--- src/rtl/piso_serializer.sv ---
// Parallel-in/serial-out serializer with a one-entry holding buffer, a bit-rate
// enable and per-frame first/last flags. Back-to-back frames run gap-free.
module piso_serializer #(
  parameter int unsigned WIDTH      = 16,
  parameter bit          LSB_FIRST  = 1'b0,
  parameter bit          IDLE_LEVEL = 1'b0
) (
  input  logic             clk,
  input  logic             rst_n,
  input  logic             load_valid,
  output logic             load_ready,
  input  logic [WIDTH-1:0] load_data,
  input  logic             bit_en,
  output logic             sout,
  output logic             sout_valid,
  output logic             sout_first,
  output logic             sout_last,
  output logic             busy
);

  localparam int unsigned CW = $clog2(WIDTH + 1);

  typedef enum logic {IDLE, SHIFT} state_t;

  state_t           state, state_nx;
  logic [WIDTH-1:0] hold_reg;
  logic [WIDTH-1:0] shift, shift_nx;
  logic             hold_full, hold_full_nx;
  logic [CW-1:0]    cnt, cnt_nx;
  logic             sout_nx, valid_nx, first_nx, last_nx;
  logic             accept, start;

  // State register (datapath registers live alongside the FSM state)
  always_ff @(posedge clk or negedge rst_n) begin
    if (!rst_n) begin
      state      <= IDLE;
      hold_reg   <= '0;
      hold_full  <= 1'b0;
      shift      <= '0;
      cnt        <= '0;
      sout       <= IDLE_LEVEL;
      sout_valid <= 1'b0;
      sout_first <= 1'b0;
      sout_last  <= 1'b0;
    end else begin
      state      <= state_nx;
      hold_full  <= hold_full_nx;
      shift      <= shift_nx;
      cnt        <= cnt_nx;
      sout       <= sout_nx;
      sout_valid <= valid_nx;
      sout_first <= first_nx;
      sout_last  <= last_nx;
      if (accept) hold_reg <= load_data;
    end
  end

  // Next-state logic; the shifter keeps the bit on sout at its output end so
  // each advance emits the neighbour and shifts by one.
  always_comb begin
    state_nx     = state;
    hold_full_nx = hold_full;
    shift_nx     = shift;
    cnt_nx       = cnt;
    sout_nx      = sout;
    valid_nx     = sout_valid;
    first_nx     = sout_first;
    last_nx      = sout_last;
    start        = 1'b0;

    if (accept) hold_full_nx = 1'b1;

    if (bit_en) begin
      case (state)
        IDLE: begin
          if (hold_full) start = 1'b1;
          else           sout_nx = IDLE_LEVEL;
        end
        SHIFT: begin
          if (cnt != CW'(WIDTH)) begin
            if (LSB_FIRST) begin
              sout_nx  = shift[1];
              shift_nx = shift >> 1;
            end else begin
              sout_nx  = shift[WIDTH-2];
              shift_nx = shift << 1;
            end
            first_nx = 1'b0;
            last_nx  = (cnt == CW'(WIDTH - 1));
            cnt_nx   = cnt + 1'b1;
          end else if (hold_full) begin
            start = 1'b1;
          end else begin
            state_nx = IDLE;
            sout_nx  = IDLE_LEVEL;
            valid_nx = 1'b0;
            first_nx = 1'b0;
            last_nx  = 1'b0;
            cnt_nx   = '0;
          end
        end
        default: state_nx = IDLE;
      endcase

      if (start) begin
        state_nx     = SHIFT;
        hold_full_nx = 1'b0;
        shift_nx     = hold_reg;
        sout_nx      = LSB_FIRST ? hold_reg[0] : hold_reg[WIDTH-1];
        valid_nx     = 1'b1;
        first_nx     = 1'b1;
        last_nx      = 1'b0;
        cnt_nx       = CW'(1);
      end
    end
  end

  // Combinational outputs
  always_comb begin
    load_ready = !hold_full;
    busy       = sout_valid | hold_full;
    accept     = load_valid & !hold_full;
  end

endmodule

--- config.mk ---
export PLATFORM = sky130hd
export DESIGN_NAME = piso_serializer
export DESIGN_NICKNAME = d
export VERILOG_FILES = /design/src/rtl/piso_serializer.sv
export SDC_FILE = /design/constraint.sdc
export NUM_CORES = 1
export LEC_CHECK = 0
export BUFFER_PORTS_ARGS = -buffer_cell sky130_fd_sc_hd__buf_2
export CORE_ASPECT_RATIO = 0.8
export CORE_UTILIZATION = 35
export DETAILED_ROUTE_END_ITERATION = 12
export GPL_TIMING_DRIVEN = 0
export PLACE_DENSITY = 0.52
export RECOVER_POWER = 100
export SKIP_CTS_REPAIR_TIMING = 1
export SLEW_MARGIN = 20
export SYNTH_ARGS = -nofsm -noshare
export SYNTH_HDL_FRONTEND = slang
export SYNTH_SLANG_ARGS = --single-unit
--- constraint.sdc ---
create_clock -name clk -period 2.6 [get_ports clk]
set_input_delay 0.26 -clock clk [delete_from_list [all_inputs] [get_ports clk]]
set_output_delay 0.26 -clock clk [all_outputs]
set_load 0.005 [all_outputs]
Word-level counts from Yosys, hierarchy flattened --
Index checks and enable logic that the tools add are counted.
Operators by class: add/subtract/negate cells 1, multipliers 0, div/mod/pow operators 0, magnitude comparators 0, equality and inequality tests 5, shift-type cells 0, multiplexer cells 31, bitwise logic cells 3, reduce and logical (&&, ||, !) cells 6
Operators by type and width (number):
- 15-bit 2-to-1 mux | 3
- 1-bit 2-to-1 mux | 22
- 5-bit 2-to-1 mux | 4
- 3-bit AND reduction | 2
- 5-bit by 1-bit adder with 5-bit output (second input constant) | 1
- 5-bit by 4-bit equality test with 1-bit output (second input constant) | 1
- 5-bit inequality test (second input constant) | 1
- 2-bit by 1-bit inequality test with 1-bit output (second input constant) | 2
- 1-bit case mux with 2 select lines | 2
- 4-bit AND reduction | 1
- 2-bit nonzero test | 2
- 3-bit by 1-bit inequality test with 1-bit output (second input constant) | 1
- 1-bit AND | 1
- 1-bit zero test | 1
- 1-bit inverter | 1
- 1-bit OR | 1
Word-level totals: flip-flop bits (word level) 42, bits in latches 0, bits in writable memories 0, memory bits (read-only) 0, input port bits 20, logic and storage cells 55, memories kept 0

Depth between registers and ports, before layout --
word-level depth 6, depth in mapped cells 7, mapped depth without buffers 5

Least setup slack after synthesis --
Ideal clock, no wire load.
path type reg-to-reg, from register cnt[0], to register shift[10], library setup time 0.111 ns, arrival 1.383 ns, setup slack 1.106 ns, stages on the path, launching flop included 8, period minus slack after synthesis 1.494 ns, cells stage by stage dfrtp_1 inv_1 ha_1 nand4bb_4 and2_1 buf_6 buf_6 a222oi_1
Between the ends: cells in the longest elaborated chain, start to end 6
Ends and longest elaborated chain:
- start, declared | line 29 | logic [CW-1:0] cnt, cnt_nx;
- start signal, assigned | line 49 | cnt <= cnt_nx;
- 5-bit inequality test * | line 80 | if (cnt != CW'(WIDTH)) begin
- 1-bit 2-to-1 mux | line 80
- 1-bit case mux with 2 select lines | line 74 | case (state)
- 1-bit 2-to-1 mux | line 73 | if (bit_en) begin
- 2-bit nonzero test (no source line)
- 3-bit AND reduction (no source line)
- end signal, assigned | line 48 | shift <= shift_nx;
- end, declared | line 27 | logic [WIDTH-1:0] shift, shift_nx;
Every way passes the cells marked *; elsewhere a longest branch is shown, timed or not. The select of a mux whose other input is x is not followed. A chain may end at the register's enable or synchronous reset.

Worst setup path after layout --
from register cnt[0], to register shift[11]
The elaborated chain is that of the path after synthesis.

==> flow_summary.toml <==
[pwr]
switching_power_uw = 521
power.share.clock = 0.232
powerDensity_nw_per_um2 = 815
power_mw = 1.72
ir_worst_vdd_mv = 0.344
p_int_mw = 1.20
combPwrFrac = 0.222
p_seq_frac = 0.546
p_leak_nw = 1.04
switching_share = 0.303

[worst_setup_path]
worstPathArrival_ps = 2150
worstSetupPathType = "flop to flop"
required_ps = 2740
r2r_setup_slack_ps = 590
r2r-start = "cnt[0]$_DFFE_PN0P_"
critical_path.max_fanout = 10
r2r_cells = 7
end_kind = "flop"
critPathLaunchType = "flop"
rr_endpoint = "shift[11]$_DFFE_PN0P_"

[global_route]
busiest_layer = "met2"
grt-ovfl-total = 0
grt_pass1_vias = 1376
grt_pass1_wl_um = 6540
antenna_found_initial = 0
met2_usage = 0.238
grtUsageMet3 = 0.0538
grt_util_met1 = 0.201
grt_max_degree = 43
grt_use_total = 0.152

[drt]
vias_per_cell = 4.99
wirelength_um = 3920
drt_iter0_drc = 101
detail_route.first_pass.iterations = 6
route.detailed.drc = 0
vias = 1338
ant_nets = 0
wire_per_inst_um = 14.6

[job]
maxCapViolations = 0

[sta]
fin_crit_sh = 0.771
max_slew.worst_pin.slew_ps = 916
hold_ws_ps = 93.4
skew_ps = 6.62
fin_crit_ps = 2010
hold_violations = 0
fin_ws_ps = 594
slew_violations = 0
slew_headroom = 0.389
fmax_mhz = 499
finalSetupViolations = 0
rsz0062_at_grt = "false"
fin_setup_tns_ps = 0

[layout]
n_antenna_cell = 0
fin_cells = 268
area_delta_synth_final_pct = 13.4
postLayoutCellArea_um2 = 2110
finalNetCount = 229
largest_reg_flops = 16
drive_gt1_frac = 0.180
utilization = 0.417

[clocking]
numCtsBuffers = 5
cts-root-buf = "clkbuf_8"
clk_latency_ps = 290
cts_tree = "yes"
clock_path_buffers = 2
numClockSinks = 42
htreeDepth = 2
clk_pin_slew_ps = 80

[yosys]
synth-edff-count = 0
synthCells = 174
syn_area_um2 = 1860
synth_top_area_frac = 0.564
yosys.cell_count.top_type = "dfrtp_1"
synthAdderAreaFrac = 0.0201
synth_seq_area_share = 0.564
synthArstFlopShare = 1.00
synth_common_cells = "42 x dfrtp_1, 35 x inv_1, 22 x nand2_1"
synth_top_family_by_area = "compound AO/OA/AOI/OAI gates"
synth_top_cell_by_area = "dfrtp_1"
synth.distinct_cells = 33
synth_xor_xnor_area_share = 0
muxShareOfSynthArea = 0.0121
post_synth.cell_area_avg_um2 = 10.7
synthesis.nets = 197
synth_simple_gate_area_frac = 0.107
synthTopCellsByArea = "dfrtp_1 56%, a222oi_1 7.5%, inv_1 7.0%"
synth_compound_area_frac = 0.189
yosys_warnings = 0
synthFlopType = "dfrtp_1"
synth-seq-cells = 42

[hold_path]
hp-class = "primary input to asynchronous set/reset pin"

[placed_design]
io_buffer_count = 25
postPlaceCellArea_um2 = 2070
preCtsSetupSlack_ps = 888
place_hpwl_um = 2800
dp_cells = 261
place_congestion = 0.716

[die]
num_io_pins = 26
die_h_um = 67.3
initial_utilization = 0.368
die_x_um = 83.6
rows = 23
core_um2 = 5060
dieArea_um2 = 5620

[outcome]
outcome = "finished clean"
## cell families (layout without fill, tap and decap cells)
family / after synthesis / in the layout
AO/OA/AOI/OAI: 46 / 46
buffers and inverters: 44 / 76
flip-flops: 42 / 42
AND/OR/NAND/NOR: 37 / 37
adder cells (fa/ha/maj): 3 / 3
multiplexers: 2 / 2
## cells in the final DEF, fill, tap and decap left out, types with 2 or more instances in the layout
cell      instances
clkbuf_8          5
o211ai_1          2
clkbuf_1         10
ha_1              3
and2_1            3
dfrtp_1          42
o21ai_0          18
a21oi_1           2
nand2_1          22
a22o_1            2
nand3b_1          2
clkinv_2          2
nor2_1            2
mux2_2            2
buf_2            22
a222oi_1         14
inv_1            35
## power groups by stage
stage	Clock [mW]	Sequential, mW	Combinational, mW
final	0.400	0.939	0.382
after global routing	0.445	0.963	0.442
after CTS	0.411	0.939	0.396
after detailed placement	0	0.950	0.395
after global placement	0	0.941	0.369
after floorplan	0	0.926	0.278
## metal layers
| layer | wire length [um] | share of wire |
|---|---|---|
| met2 | 1760 | 0.45 |
| met1 | 1920 | 0.49 |
| met4 | 37 | 0.0094 |
| met5 | 0 | 0 |
| met3 | 192 | 0.049 |
## worst max-delay path by stage
stage                                  start               endpoint  slack (ps)  depth (start not counted)
after floorplan           cnt[0]$_DFFE_PN0P_  shift[10]$_DFFE_PN0P_        1110                          7
after global placement    cnt[0]$_DFFE_PN0P_     cnt[0]$_DFFE_PN0P_         890                          7
after detailed placement  cnt[0]$_DFFE_PN0P_   shift[7]$_DFFE_PN0P_         890                          7
after CTS                 cnt[0]$_DFFE_PN0P_   shift[7]$_DFFE_PN0P_         880                          7
after global routing      cnt[0]$_DFFE_PN0P_  shift[11]$_DFFE_PN0P_         460                          7
final                     cnt[0]$_DFFE_PN0P_  shift[11]$_DFFE_PN0P_         590                          7
## area by class of cell
type | instances | area, um^2
clock inverters | 2 | 10.0
repair buffers | 25 | 121
flip-flops and latches | 42 | 1050
plain buffers | 9 | 45.0
fillers | 503 | 2950
well taps | 62 | 77.6
inverters | 35 | 131
clock buffers | 5 | 68.8
multi-input cells | 88 | 608
## worst max-delay path, cell delays in order, from the launching register on
cell	delay (ps)
dfrtp_1	400
inv_1	70
ha_1	230
nand4bb_4	100
and2_0	120
clkbuf_1	300
clkbuf_1	450
a222oi_1	180
Note: power is estimated with default switching activity, not from simulation.
